==> src/rtl/router_pkg.sv <==
// Shared router definitions: direction codes, flit layout helpers and the XY route function.
package router_pkg;

  localparam logic [2:0] DIR_LOCAL = 3'd0;
  localparam logic [2:0] DIR_NORTH = 3'd1;
  localparam logic [2:0] DIR_SOUTH = 3'd2;
  localparam logic [2:0] DIR_EAST  = 3'd3;
  localparam logic [2:0] DIR_WEST  = 3'd4;

  localparam int DIR_W   = 3;
  localparam int COORD_W = 16;

  // Stored flit: {dir, dest, requester, read, write, data}
  function automatic int flit_width(input int addr_w, input int data_w);
    return DIR_W + 2 * addr_w + 2 + data_w;
  endfunction

  // Dimension-order routing: resolve X first, then Y; all comparisons unsigned.
  function automatic logic [2:0] xy_route(input logic [COORD_W-1:0] dest_x,
                                          input logic [COORD_W-1:0] dest_y,
                                          input logic [COORD_W-1:0] local_x,
                                          input logic [COORD_W-1:0] local_y);
    if (dest_x > local_x)      return DIR_EAST;
    else if (dest_x < local_x) return DIR_WEST;
    else if (dest_y > local_y) return DIR_SOUTH;
    else if (dest_y < local_y) return DIR_NORTH;
    else                       return DIR_LOCAL;
  endfunction

endpackage

==> src/rtl/sync_fifo.sv <==
// Single-clock FIFO with naturally wrapping pointers; push when full and pop when empty are ignored.
module sync_fifo #(
  parameter int WIDTH = 8,
  parameter int DEPTH = 4,
  localparam int PTR_W = $clog2(DEPTH)
) (
  input  logic             clk,
  input  logic             reset,
  input  logic             push,
  input  logic             pop,
  input  logic [WIDTH-1:0] din,
  output logic [WIDTH-1:0] dout,
  output logic             full,
  output logic             empty,
  output logic [PTR_W:0]   count
);

  logic [WIDTH-1:0] mem [DEPTH];
  logic [PTR_W-1:0] wr_ptr, rd_ptr;
  logic             do_push, do_pop;

  assign full    = (count == (PTR_W+1)'(DEPTH));
  assign empty   = (count == '0);
  assign do_push = push && !full;
  assign do_pop  = pop && !empty;
  assign dout    = mem[rd_ptr];

  // Storage is not reset; readers qualify it with empty.
  always_ff @(posedge clk) begin
    if (do_push) mem[wr_ptr] <= din;
  end

  always_ff @(posedge clk or posedge reset) begin
    if (reset) begin
      wr_ptr <= '0;
      rd_ptr <= '0;
      count  <= '0;
    end else begin
      if (do_push) wr_ptr <= wr_ptr + PTR_W'(1);
      if (do_pop)  rd_ptr <= rd_ptr + PTR_W'(1);
      case ({do_push, do_pop})
        2'b10:   count <= count + (PTR_W+1)'(1);
        2'b01:   count <= count - (PTR_W+1)'(1);
        default: count <= count;
      endcase
    end
  end

endmodule

==> src/rtl/router_input_buffer.sv <==
// Buffered router input port: XY route at enqueue, malformed-flit filter, FIFO head to arbiter.
// Optional same-cycle bypass on an empty FIFO when ROUTER_INPUT_BYPASS_EN is defined.
module router_input_buffer
  import router_pkg::*;
#(
  parameter int NETWORK_ADDRESS_WIDTH = 4,
  parameter int DATA_WIDTH            = 32,
  parameter int DEPTH                 = 4,
  parameter int LOCAL_X               = 0,
  parameter int LOCAL_Y               = 0
) (
  input  logic                             clk,
  input  logic                             reset,
  input  logic                             inValid,
  output logic                             inReady,
  input  logic [NETWORK_ADDRESS_WIDTH-1:0] destinationAddressIn,
  input  logic [NETWORK_ADDRESS_WIDTH-1:0] requesterAddressIn,
  input  logic                             readIn,
  input  logic                             writeIn,
  input  logic [DATA_WIDTH-1:0]            dataIn,
  output logic                             outValid,
  output logic [2:0]                       outDirection,
  output logic [NETWORK_ADDRESS_WIDTH-1:0] destinationAddressOut,
  output logic [NETWORK_ADDRESS_WIDTH-1:0] requesterAddressOut,
  output logic                             readOut,
  output logic                             writeOut,
  output logic [DATA_WIDTH-1:0]            dataOut,
  input  logic                             outGrant,
  output logic [$clog2(DEPTH):0]           occupancy,
  output logic [7:0]                       malformedCount
);

  localparam int HALF   = NETWORK_ADDRESS_WIDTH / 2;
  localparam int FLIT_W = flit_width(NETWORK_ADDRESS_WIDTH, DATA_WIDTH);

  logic              started;
  logic              well_formed, accept, push, pop, head_valid;
  logic              fifo_full, fifo_empty;
  logic [2:0]        in_dir;
  logic [FLIT_W-1:0] in_flit, fifo_dout, head_flit, out_flit;

  // inReady stays low until the first edge after reset release.
  always_ff @(posedge clk or posedge reset) begin
    if (reset) started <= 1'b0;
    else       started <= 1'b1;
  end

  assign inReady     = started && !fifo_full;
  assign accept      = inValid && inReady;
  assign well_formed = readIn ^ writeIn;
  assign in_dir      = xy_route(COORD_W'(destinationAddressIn[HALF-1:0]),
                                COORD_W'(destinationAddressIn[NETWORK_ADDRESS_WIDTH-1:HALF]),
                                COORD_W'(LOCAL_X), COORD_W'(LOCAL_Y));
  assign in_flit     = {in_dir, destinationAddressIn, requesterAddressIn, readIn, writeIn, dataIn};
  assign pop         = outGrant && !fifo_empty;

`ifdef ROUTER_INPUT_BYPASS_EN
  logic bypass;
  assign bypass     = accept && well_formed && fifo_empty;
  assign head_valid = !fifo_empty || bypass;
  assign head_flit  = fifo_empty ? in_flit : fifo_dout;
  // A bypassed flit granted in the same cycle never touches the FIFO.
  assign push       = accept && well_formed && !(bypass && outGrant);
`else
  assign head_valid = !fifo_empty;
  assign head_flit  = fifo_dout;
  assign push       = accept && well_formed;
`endif

  sync_fifo #(.WIDTH(FLIT_W), .DEPTH(DEPTH)) u_fifo (
    .clk   (clk),
    .reset (reset),
    .push  (push),
    .pop   (pop),
    .din   (in_flit),
    .dout  (fifo_dout),
    .full  (fifo_full),
    .empty (fifo_empty),
    .count (occupancy)
  );

  assign outValid = head_valid;
  assign out_flit = head_valid ? head_flit : '0;
  assign {outDirection, destinationAddressOut, requesterAddressOut,
          readOut, writeOut, dataOut} = out_flit;

  always_ff @(posedge clk or posedge reset) begin
    if (reset)                                              malformedCount <= '0;
    else if (accept && !well_formed && malformedCount != 8'hFF) malformedCount <= malformedCount + 8'd1;
  end

endmodule

==> config.mk <==
export PLATFORM = sky130hd
export DESIGN_NAME = router_input_buffer
export DESIGN_NICKNAME = d
export VERILOG_FILES = /design/src/rtl/router_pkg.sv /design/src/rtl/sync_fifo.sv /design/src/rtl/router_input_buffer.sv
export SDC_FILE = /design/constraint.sdc
export NUM_CORES = 1
export LEC_CHECK = 0
export CORE_ASPECT_RATIO = 1.4
export CORE_UTILIZATION = 40
export DETAILED_ROUTE_END_ITERATION = 10
export GPL_ROUTABILITY_DRIVEN = 0
export GPL_TIMING_DRIVEN = 1
export REMOVE_ABC_BUFFERS = 1
export SYNTH_ARGS = -nofsm -noshare
export SYNTH_HDL_FRONTEND = slang
export SYNTH_HIERARCHICAL = 1
export SYNTH_SLANG_ARGS = --single-unit
export TNS_END_PERCENT = 10
==> constraint.sdc <==
create_clock -name clk -period 2.6 [get_ports clk]
set_clock_uncertainty 0.1 [all_clocks]
set_input_delay 0.26 -clock clk [delete_from_list [all_inputs] [get_ports clk]]
set_output_delay 0.26 -clock clk [all_outputs]
set_load 0.02 [all_outputs]
After elaboration in Yosys (flattened, before gate mapping)
Memory sizes are Yosys's and may differ from the RTL's.
Cells that the tools add are included.
{ "word_totals": {"register_bits": 16, "latch_bits": 0, "ramBits": 176, "romBits": 0, "in_bits": 46, "out_inout_bits": 58, "elab_cells": 37, "n_memories": 1} }
{ "classes": {"n_addsub": 5, "n_mul": 0, "div_mod_pow": 0, "n_lt_le_gt_ge": 2, "n_eq_ne": 4, "n_shift": 0, "n_mux": 6, "bitwise_logic": 1, "n_reduce_logical": 13} }
{ "memory_table": {"columns": ["name", "words", "width", "read_ports", "rd_ports_with_merged_regs", "write_ports", "line_no", "rtl"], "rows": [
  ["u_fifo.mem", 4, 44, 1, 0, 1, "sync_fifo.sv:18", "logic [WIDTH-1:0] mem [DEPTH];"]
]} }
{ "op_table": {"columns": ["operator", "count"], "rows": [
  ["45-bit two-way mux", 1],
  ["8-bit by 1-bit adder with 8-bit output, second input constant", 1],
  ["1-bit logical AND", 8],
  ["8-bit != test, second input constant", 1],
  ["3-bit one-hot mux with 2 select lines", 1],
  ["2-bit by 1-bit adder with 2-bit output, second input constant", 2],
  ["2-bit by 1-bit greater-than comparator with 1-bit output, second input constant", 2],
  ["2-bit two-way mux", 2],
  ["3-bit by 1-bit adder with 3-bit output, second input constant", 1],
  ["3-bit equality test, second input constant", 1],
  ["1-bit zero test", 3],
  ["3-bit zero test", 1],
  ["3-bit by 1-bit subtractor with 3-bit output, second input constant", 1],
  ["2-bit by 1-bit equality test with 1-bit output, second input constant", 1],
  ["2-bit equality test, second input constant", 1],
  ["1-bit two-way mux", 2],
  ["2-bit nonzero test", 1],
  ["1-bit bitwise XOR", 1]
]} }

Longest topological paths before layout
Gate-level depths: netlist of the first run.
{ "depth": {"word_depth": 8, "mapped_depth": 11, "ltp_nobuf": 11} }

Cells and area by module
Netlist of the first run, hierarchy kept.
{ "by_module_without_submodules": {"columns": ["module", "instances", "cells_each", "area_each_um2", "seq_area_each_um2"], "rows": [
  ["sync_fifo", 1, 273, 6942.9, 5580.4],
  ["router_input_buffer", 1, 101, 824.5, 225.2]
]} }

Worst setup path after synthesis of the first run
OpenSTA, ideal clock, no wires.
{ "synth_path": {"path_type": "reg2reg", "start": "register u_fifo.count[2]", "end": "memory u_fifo/mem[0][0] (netlist name), enable pin", "setup_ns": 0.407, "arrival_ns": 2.333, "required_ns": 2.093, "path_slack_ns": -0.240, "stages_incl_launch_ff": 6, "n_path_buf": 0, "period_less_slack_ns": 2.840, "path_cell_list": "dfrtp_1 > nor3b_2 > nand3b_4 > nor2b_1 > nor2b_2 > and2_1"} }
{ "synth_via": {"elab_chain_len": 8} }
{ "synth_rtl": {"columns": ["item", "line_no", "rtl"], "rows": [
  ["from (decl)", "sync_fifo.sv:15", "output logic [PTR_W:0] count"],
  ["from (signal assigned)", "sync_fifo.sv:42", "2'b10: count <= count + (PTR_W+1)'(1);"],
  ["from (signal assigned)", "sync_fifo.sv:43", "2'b01: count <= count - (PTR_W+1)'(1);"],
  ["from (signal assigned)", "sync_fifo.sv:44", "default: count <= count;"],
  ["3-bit equality test", "sync_fifo.sv:22", "assign full = (count == (PTR_W+1)'(DEPTH));"],
  ["named net fifo_full", "router_input_buffer.sv:38", "logic fifo_full, fifo_empty;"],
  ["1-bit zero test", "router_input_buffer.sv:48", "assign inReady = started && !fifo_full;"],
  ["1-bit logical AND", "router_input_buffer.sv:48", null],
  ["1-bit logical AND", "router_input_buffer.sv:49", "assign accept = inValid && inReady;"],
  ["1-bit logical AND", "router_input_buffer.sv:67", "assign push = accept && well_formed;"],
  ["named net push", "router_input_buffer.sv:37", "logic well_formed, accept, push, pop, head_valid;"],
  ["1-bit logical AND", "sync_fifo.sv:24", "assign do_push = push && !full;"],
  ["1-bit two-way mux", "sync_fifo.sv:30", "if (do_push) mem[wr_ptr] <= din;"],
  ["1-bit two-way mux (implied by the code)", "sync_fifo.sv:30", null],
  ["to (decl)", "sync_fifo.sv:18", null]
]} }
The timed path passes the listed nets, and every way through them passes these cells.

Worst setup path in the final report of the first run
{ "layout_path": {"start": "register u_fifo.rd_ptr[0]", "end": "output port requesterAddressOut[2]"} }
{ "layout_via": {"elab_chain_len": 2} }
{ "layout_rtl": {"columns": ["item", "line_no", "rtl"], "rows": [
  ["from (decl)", "sync_fifo.sv:19", "logic [PTR_W-1:0] wr_ptr, rd_ptr;"],
  ["from (signal assigned)", "sync_fifo.sv:40", "if (do_pop) rd_ptr <= rd_ptr + PTR_W'(1);"],
  ["memory read 4 x 44 bit", null, null],
  ["named net fifo_dout[36]", "router_input_buffer.sv:40", "logic [FLIT_W-1:0] in_flit, fifo_dout, head_flit, out_flit;"],
  ["45-bit two-way mux", "router_input_buffer.sv:83", "assign out_flit = head_valid ? head_flit : '0;"],
  ["to (decl)", "router_input_buffer.sv:24", "output logic [NETWORK_ADDRESS_WIDTH-1:0] requesterAddressOut,"]
]} }
The timed path passes the listed nets, and every way through them passes these cells.

==> impl_table.tex, run 1 <==
\begin{tabular}{lr}
\hline
Metric & Value \\
\hline
\multicolumn{2}{l}{\textbf{Timing}} \\
Highest Clock Rate & just over 400 MHz \\
Setup-failing EPs final & 0 \\
Setup repair after global routing missed its margin & no \\
Number of hold-slack violations in the final timing report & 0 \\
Fin crit period & roughly 2.5 ns \\
Final worst path period share & between 90\% and 100\% \\
Final Max Slew Viols & 0 \\
\multicolumn{2}{l}{\textbf{Floorplan}} \\
Number of placement rows & 59 \\
Starting density of the core & approximately 41\% \\
Die X & about 120 um \\
Number of ports placed on the die boundary & around 100 \\
Total die area & approximately 0.020 mm2 \\
Placeable core area & approximately 0.019 mm2 \\
Die outline height & 166.9 um \\
\multicolumn{2}{l}{\textbf{Clock tree}} \\
Bufs on Longest Clock Path & 2 \\
Cts bufs inserted & 17 \\
Hold buffer count at cts & 0 \\
Total clock sinks & roughly 200 \\
Buffer cell driving the clock tree root & sky130\_fd\_sc\_hd\_\_clkbuf\_16 \\
Clock latency on the worst-skew pair & between 0.4 and 0.5 ns \\
TritonCTS clock tree & done \\
Clock slew at the register clock pins of the worst setup and hold paths & around 0.07 ns \\
Post-CTS setup buffer count & 0 \\
H-tree depth & 4 \\
\multicolumn{2}{l}{\textbf{Finish}} \\
Layout net count & 557 \\
Signed area change from the synthesized netlist to the final layout & 26.93\% \\
Share of final-layout standard cells stronger than drive strength 1 & approximately a fifth \\
Layout Cell Area excl Fill & about 0.0099 mm2 \\
Antenna diodes & 0 \\
\multicolumn{2}{l}{\textbf{Setup path}} \\
Capturing element type of the critical path & output port \\
Max stage delay on crit path & $\sim$0.50 ns \\
Critical Path AT & between 2 and 2.5 ns \\
Series of cell instances along the critical path & clkbuf\_16 > mux4\_2 > nor2b\_1 > dlygate4sd2\_1 \\
WP data required & about 2.2 ns \\
Category of cells accounting for the largest share of critical-path delay & buffers and inverters \\
Start of the worst register-to-register path & u\_fifo/count[1]\$\_DFFE\_PP0P\_ \\
Highest-delay cell along the critical path & sky130\_fd\_sc\_hd\_\_mux4\_2 \\
Buffers \& Inverters on Critical Path & 2 \\
Critical Path Source Type & flop \\
Maximum net fanout on the critical path & 16 \\
Setup slack, reg-to-reg & about 0.15 ns \\
Worst setup path category & reg2out \\
End of the worst register-to-register path & u\_fifo/count[2]\$\_DFFE\_PP0P\_ \\
Worst Reg-to-Reg Cells & 11 \\
\multicolumn{2}{l}{\textbf{Drt}} \\
Wire length on met3 & about 650 um \\
Total via count in the routed design & roughly 3.8k \\
DR DRC count & 0 \\
Drt total wl & around 15000 um \\
Number of vias per cell & about 5 \\
Initial DRC Count & around 260 \\
Top routing layer in use & met4 \\
DR WL met2 & around 8000 um \\
Detail-routed net length per standard cell & 19.55 um \\
Antenna-violating nets left & 0 \\
1st-pass router iterations & 6 \\
Met1 wire length & about 6000 um \\
\multicolumn{2}{l}{\textbf{Synthesis}} \\
Part of the Yosys area used for sequential elements & 74.74\% \\
Number of warnings reported in the yosys synthesis log & 6 \\
Netlist area before placement & about 0.0078 mm2 \\
Post-synthesis cell type with the largest combined area & sky130\_fd\_sc\_hd\_\_edfxtp\_1 \\
Fraction of registers with async set or reset after synthesis & under 10\% \\
Total of flip-flops plus latches after synthesis & 196 \\
Number of instances in the synthesized netlist & around 370 \\
Average size of a mapped cell & 20.77 um2 \\
Cells taking the most area after synthesis & sky130\_fd\_sc\_hd\_\_edfxtp\_1 (70\%), sky130\_fd\_sc\_hd\_\_mux4\_2 (13\%), sky130\_fd\_sc\_hd\_\_dfrtp\_1 (5.2\%) \\
Prevailing post-synth register cell & sky130\_fd\_sc\_hd\_\_edfxtp\_1 \\
Number of flops mapped to enable cells by yosys & 180 \\
Post-synth top area share & about 70\% \\
Number of distinct library cell variants in the gate-level netlist after synthesis & 42 \\
\multicolumn{2}{l}{\textbf{Global routing}} \\
Initial antenna violation count & 0 \\
Global routing usage summed across all routing layers & 15.99\% \\
Total grt overflow & 0 \\
Maximum number of pins on one net before global-route repair & 47 \\
Via count of the first global-routing pass & 4274 \\
First-pass GRT wire length & around 24000 um \\
\multicolumn{2}{l}{\textbf{Place}} \\
Placement-stage cell area & slightly above 0.009 mm2 \\
Port-buffer cells & between 100 and 150 \\
Detailed placer's ending HPWL & a little over 9000 um \\
\multicolumn{2}{l}{\textbf{Power}} \\
Highest ir drop seen on vdd & between 0.5 and 0.6 mV \\
Leakage power & around 3.4 nW \\
Power per cell area & between 1000 and 1500 mW/mm2 \\
Final Power & 0.01044 W \\
\multicolumn{2}{l}{\textbf{Run}} \\
Maximum Capacitance Violations & 0 \\
\multicolumn{2}{l}{\textbf{Hold path}} \\
Class of the tightest hold or removal check & in2async \\
\multicolumn{2}{l}{\textbf{Status}} \\
Run status & completed \\
\hline
\end{tabular}
worst max path at each step:
stage,start,end,slack [ns],cells past startpoint
2_1_floorplan,u_fifo/count[0]$_DFFE_PP0P_,u_fifo/count[2]$_DFFE_PP0P_,-1.67,9
3_5_place_dp,readIn,u_fifo/count[2]$_DFFE_PP0P_,-0.004,11
5_1_grt,u_fifo/count[1]$_DFFE_PP0P_,u_fifo/count[2]$_DFFE_PP0P_,0.02,11
6_report,u_fifo/rd_ptr[0]$_DFFE_PP0P_,requesterAddressOut[2],0.12,4
3_3_place_gp,writeIn,u_fifo/count[2]$_DFFE_PP0P_,0.15,11
4_1_cts,u_fifo/count[2]$_DFFE_PP0P_,u_fifo/count[2]$_DFFE_PP0P_,0.02,11
sequential cells by signal, summed over array words and instances (netlist names):
register        flops
u_fifo/rd_ptr       2
started             1
u_fifo/wr_ptr       2
malformedCount      8
u_fifo/mem        180
u_fifo/count        3
metrics by stage:
| stage | setup WS (ns) | instances | util (%) | TNS (ns) | hold slack [ns] |
|---|---|---|---|---|---|
| floorplan | -1.671 | 362 | - | -105.35 | -0.03660 |
| global placement | 0.1489 | 728 | 49.17 | 0 | 0.4304 |
| detailed placement | -0.003618 | 728 | 49.17 | -0.003618 | 0.4529 |
| CTS | 0.01805 | 759 | 52.18 | 0 | 0.01142 |
| global route | 0.01842 | 760 | 52.38 | 0 | 0.05732 |
| finish | 0.1190 | 760 | 52.38 | 0 | 0.02051 |
where the power goes:
part           internal [W]  leakage (nW)  total [W]  switching [W]
Combinational       0.00184          1.32    0.00381        0.00198
Sequential          0.00373          1.81    0.00392       0.000190
Clock               0.00161         0.299    0.00271        0.00110
area by class of cell:
type | count | area, um2
multi-input cells | 156 | 1841
inverters | 10 | 37.54
clock buffers | 19 | 432.9
fillers | 1526 | 8965
flip-flops and latches | 196 | 5813
repair buffers | 123 | 1252
well taps | 244 | 305.3
clock inverters | 12 | 177.7
kinds of logic after synthesis:
| family | synth area share, % |
|---|---|
| DFF | 74.74 |
| and+or+nand+nor | 6.282 |
| xor gates and xnor gates | 1.015 |
| muxes | 13.93 |
| buffers and inverters | 1.997 |
| AOI/OAI and AO/OA | 0.7087 |
| adders and majority gates | 1.224 |
| other | 0.09669 |
repair_timing:
item	4_1_cts	5_1_grt
gates resized for setup	47	4
setup endpoints to repair	45	19
gates cloned	0	1
cells in the mapped netlist (2+ instances only):
master	instances
sky130_fd_sc_hd__nand2b_1	2
sky130_fd_sc_hd__inv_1	9
sky130_fd_sc_hd__a21oi_1	2
sky130_fd_sc_hd__nand2_1	6
sky130_fd_sc_hd__nand4_1	2
sky130_fd_sc_hd__nor2_1	2
sky130_fd_sc_hd__buf_2	5
sky130_fd_sc_hd__buf_12	2
sky130_fd_sc_hd__nor2b_1	48
sky130_fd_sc_hd__xnor2_1	5
sky130_fd_sc_hd__and2_1	4
sky130_fd_sc_hd__a21boi_0	2
sky130_fd_sc_hd__conb_1	2
sky130_fd_sc_hd__mux4_2	45
sky130_fd_sc_hd__mux2_1	2
sky130_fd_sc_hd__mux2i_1	2
sky130_fd_sc_hd__edfxtp_1	180
sky130_fd_sc_hd__ha_1	6
sky130_fd_sc_hd__a31oi_1	2
sky130_fd_sc_hd__clkbuf_1	5
sky130_fd_sc_hd__and3_1	2
sky130_fd_sc_hd__xor2_1	4
sky130_fd_sc_hd__dfrtp_1	16
layout by cell type, fill, tap and decap left out, drive strengths merged, types with 2 or more instances in the layout:
master	synthesis	final
clkdlybuf4s50	0	57
nand4	2	2
ha	6	6
mux2i	2	2
xor2	4	4
a21oi	2	2
bufinv	0	4
clkinv	0	6
and2	4	4
dlygate4sd2	0	45
xnor2	5	5
edfxtp	180	180
nor2b	49	49
conb	2	5
a31oi	2	2
nand2	6	6
nand2b	2	2
inv	10	12
buf	10	19
and3	2	2
clkbuf	5	20
dfrtp	16	16
mux4	45	45
a21boi	2	2
nor2	3	3
nor3	2	2
mux2	4	4
per-layer routing:
metal / GRT usage, % / vias up
met5: 0 / -
met4: 6.141 / 0
met3: 4.212 / 19
met2: 28.27 / 92
met1: 18.35 / 1973
li1: - / 1722
Power figures use the tool's default switching activity.
==> run 2, diff against run 1 <==
--- a/config.mk
+++ b/config.mk
@@ -6,11 +6,14 @@
 export NUM_CORES = 1
 export LEC_CHECK = 0
 export CORE_ASPECT_RATIO = 1.4
+export CORE_MARGIN = 3
 export CORE_UTILIZATION = 40
+export CTS_CLUSTER_DIAMETER = 100
 export DETAILED_ROUTE_END_ITERATION = 10
 export GPL_ROUTABILITY_DRIVEN = 0
 export GPL_TIMING_DRIVEN = 1
 export REMOVE_ABC_BUFFERS = 1
+export SKIP_LAST_GASP = 1
 export SYNTH_ARGS = -nofsm -noshare
 export SYNTH_HDL_FRONTEND = slang
 export SYNTH_HIERARCHICAL = 1
==> run 2 against run 1 <==
Net effect:
- the flow now finishes with violations (negative setup slack)
- sequential power is essentially flat
- critical path type unchanged
- largest power group is now combinational logic
- sequential share of layout area shrank 0.38 points
- worst setup slack lost 0.23 ns
- maximum frequency shrank 8.5%
- largest cell class unchanged
==> impl_table.tex, run 2 (synthesis gave the netlist of run 1 again) <==
\begin{tabular}{lr}
\hline
Metric & Value \\
\hline
\multicolumn{2}{l}{\textbf{Power}} \\
Leakage power & about 3.4 nW \\
Internal power consumption & between 0.007 and 0.008 W \\
Highest ir drop seen on vdd & 0.5523 mV \\
Clock network fraction of design power & between 20\% and 30\% \\
Net Switching & between 0.003 and 0.004 W \\
Switch share & a little under a third \\
Proportion of power drawn by flip-flops and latches & between 30 and 40\% \\
Share of power burned in combinational logic & between 30\% and 40\% \\
Power per cell area & 1045 mW/mm2 \\
\multicolumn{2}{l}{\textbf{Hold path}} \\
Hold-critical path depth & 1 \\
Hold-critical path endpoint & u\_fifo/mem[3][37]\$\_DFFE\_PP\_ \\
Source of the worst hold timing path & requesterAddressIn[3] \\
Class of the tightest hold or removal check & in2reg \\
\multicolumn{2}{l}{\textbf{Drt}} \\
DR DRC count & 0 \\
Number of vias per cell & about 5.0 \\
Initial DRC Count & $\sim$300 \\
Total via count in the routed design & approximately 3.8k \\
Drt total wl & 14320 um \\
Antenna-violating nets left & 0 \\
1st-pass router iterations & 4 \\
Detail-routed net length per standard cell & 18.67 um \\
\multicolumn{2}{l}{\textbf{Finish}} \\
Share of final-layout standard cells stronger than drive strength 1 & approximately a fifth \\
Flip-flop count of the largest register, all copies and words added & 180 \\
Commonest cells after routing, fill and taps aside & sky130\_fd\_sc\_hd\_\_edfxtp\_1 (180), sky130\_fd\_sc\_hd\_\_clkdlybuf4s50\_1 (95), sky130\_fd\_sc\_hd\_\_nor2b\_1 (48) \\
Layout Cell Area excl Fill & around 0.01 mm2 \\
Layout net count & around 560 \\
Register ranked first by flip-flop count & u\_fifo/mem \\
Signed area change from the synthesized netlist to the final layout & 27.71\% \\
Largest registers & u\_fifo/mem: 180 flops, malformedCount: 8 flops, u\_fifo/count: 3 flops \\
Number of non-filler instances in the completed layout & 767 \\
Commonest non-fill, non-tap cell in the layout & sky130\_fd\_sc\_hd\_\_edfxtp\_1 \\
\multicolumn{2}{l}{\textbf{Timing}} \\
Final worst path period share & 104.3\% \\
Highest Clock Rate & 368.9 MHz \\
Setup repair after global routing missed its margin & yes \\
Fin crit period & 2.711 ns \\
Final-layout setup total negative slack & -3.091 ns \\
Final Max Slew Viols & 0 \\
Number of hold-slack violations in the final timing report & 0 \\
Post-layout worst setup margin & -0.1110 ns \\
Setup-failing EPs final & 36 \\
Post-route worst hold slack & about 0.38 ns \\
\multicolumn{2}{l}{\textbf{Global routing}} \\
Maximum number of pins on one net before global-route repair & 47 \\
Via count of the first global-routing pass & about 4.2k \\
Global routing usage summed across all routing layers & 14.67\% \\
Initial antenna violation count & 1 \\
Total grt overflow & 0 \\
First-pass GRT wire length & $\sim$23000 um \\
\multicolumn{2}{l}{\textbf{Clock tree}} \\
H-tree depth & 4 \\
TritonCTS clock tree & done \\
Total clock sinks & just under 200 \\
Cts bufs inserted & 17 \\
Buffer cell driving the clock tree root & sky130\_fd\_sc\_hd\_\_clkbuf\_16 \\
Clock slew at the register clock pins of the worst setup and hold paths & $\sim$0.07 ns \\
Clock latency on the worst-skew pair & roughly 0.42 ns \\
Bufs on Longest Clock Path & 2 \\
\multicolumn{2}{l}{\textbf{Place}} \\
Placement-stage cell area & between 0.009 and 0.01 mm2 \\
Worst slack at placement & between 0.07 and 0.08 ns \\
Detailed placer's ending HPWL & approximately 9300 um \\
Placed insts & 732 \\
Port-buffer cells & slightly above 100 \\
\multicolumn{2}{l}{\textbf{Floorplan}} \\
Die X & 123.8 um \\
Number of ports placed on the die boundary & 104 \\
Die outline height & approximately 170 um \\
Placeable core area & roughly 0.019 mm2 \\
Starting density of the core & 41.26\% \\
Number of placement rows & 59 \\
Total die area & 0.02115 mm2 \\
\multicolumn{2}{l}{\textbf{Setup path}} \\
Worst setup path category & reg2out \\
WP data required & approximately 2.2 ns \\
Worst Reg-to-Reg Cells & 11 \\
Capturing element type of the critical path & output port \\
End of the worst register-to-register path & u\_fifo/count[2]\$\_DFFE\_PP0P\_ \\
Setup slack, reg-to-reg & roughly 0.28 ns \\
Maximum net fanout on the critical path & 13 \\
Critical Path AT & roughly 2.4 ns \\
Start of the worst register-to-register path & u\_fifo/count[1]\$\_DFFE\_PP0P\_ \\
Critical Path Source Type & flop \\
\multicolumn{2}{l}{\textbf{Run}} \\
Maximum Capacitance Violations & 0 \\
\multicolumn{2}{l}{\textbf{Status}} \\
Violated checks & negative setup slack \\
Run status & finished with violations \\
\hline
\end{tabular}
==> run 2: worst max path at each step <==
stage / from / endpoint
global route: u_fifo/rd_ptr[0]$_DFFE_PP0P_ / destinationAddressOut[2]
floorplan: u_fifo/count[0]$_DFFE_PP0P_ / u_fifo/count[2]$_DFFE_PP0P_
detailed placement: writeIn / u_fifo/count[2]$_DFFE_PP0P_
CTS: u_fifo/rd_ptr[0]$_DFFE_PP0P_ / destinationAddressOut[1]
finish: u_fifo/rd_ptr[0]$_DFFE_PP0P_ / outDirection[2]
global placement: writeIn / u_fifo/count[2]$_DFFE_PP0P_
==> run 2: cell type report <==
type / count / area, um2
flip-flops and latches: 196 / 5811
well taps: 244 / 305.3
clock inverters: 12 / 90.09
diodes: 1 / 2.502
inverters: 10 / 37.54
clock buffers: 19 / 432.9
fillers: 1506 / 8905
multi-input cells: 156 / 1828
repair buffers: 129 / 1413
==> run 2: through the flow <==
step	total power, W	utilization, %
after global routing	0.01093	52.68
after detailed placement	0.008204	49.72
after floorplan	0.006328	-
after CTS	0.01056	52.63
after global placement	0.008168	49.72
final	0.01036	52.70
==> run 2: power by group through the flow <==
stage,clock (W),sequential [W],combinational (W)
final,0.00233,0.00392,0.00411
after global placement,0,0.00399,0.00418
after global routing,0.00253,0.00396,0.00443
after floorplan,0,0.00423,0.00210
after detailed placement,0,0.00400,0.00420
after CTS,0.00241,0.00393,0.00422
==> run 2: worst max-delay path, stage by stage, from the launching register on <==
cell	delay, ns
sky130_fd_sc_hd__dfrtp_4	0.52
sky130_fd_sc_hd__buf_12	0.19
sky130_fd_sc_hd__mux4_2	0.49
sky130_fd_sc_hd__nor2b_1	0.16
sky130_fd_sc_hd__clkdlybuf4s50_1	0.56
==> run 2: timing repair <==
action	CTS	global route
endpoints found under the hold margin	7	0
endpoints found under the setup margin	45	41
hold buffers	1	0
buffers inserted	2	0
pin swaps	0	0
gates resized for setup	5	4
==> run 2: per-layer routing <==
| metal | wire length (um) | up-vias | GRT usage, % |
|---|---|---|---|
| li1 | - | 1738 | - |
| met1 | 5606 | 1964 | 17.65 |
| met2 | 7876 | 87 | 25.50 |
| met3 | 626 | 16 | 3.902 |
| met4 | 200 | 2 | 4.771 |
| met5 | 9 | - | 0 |
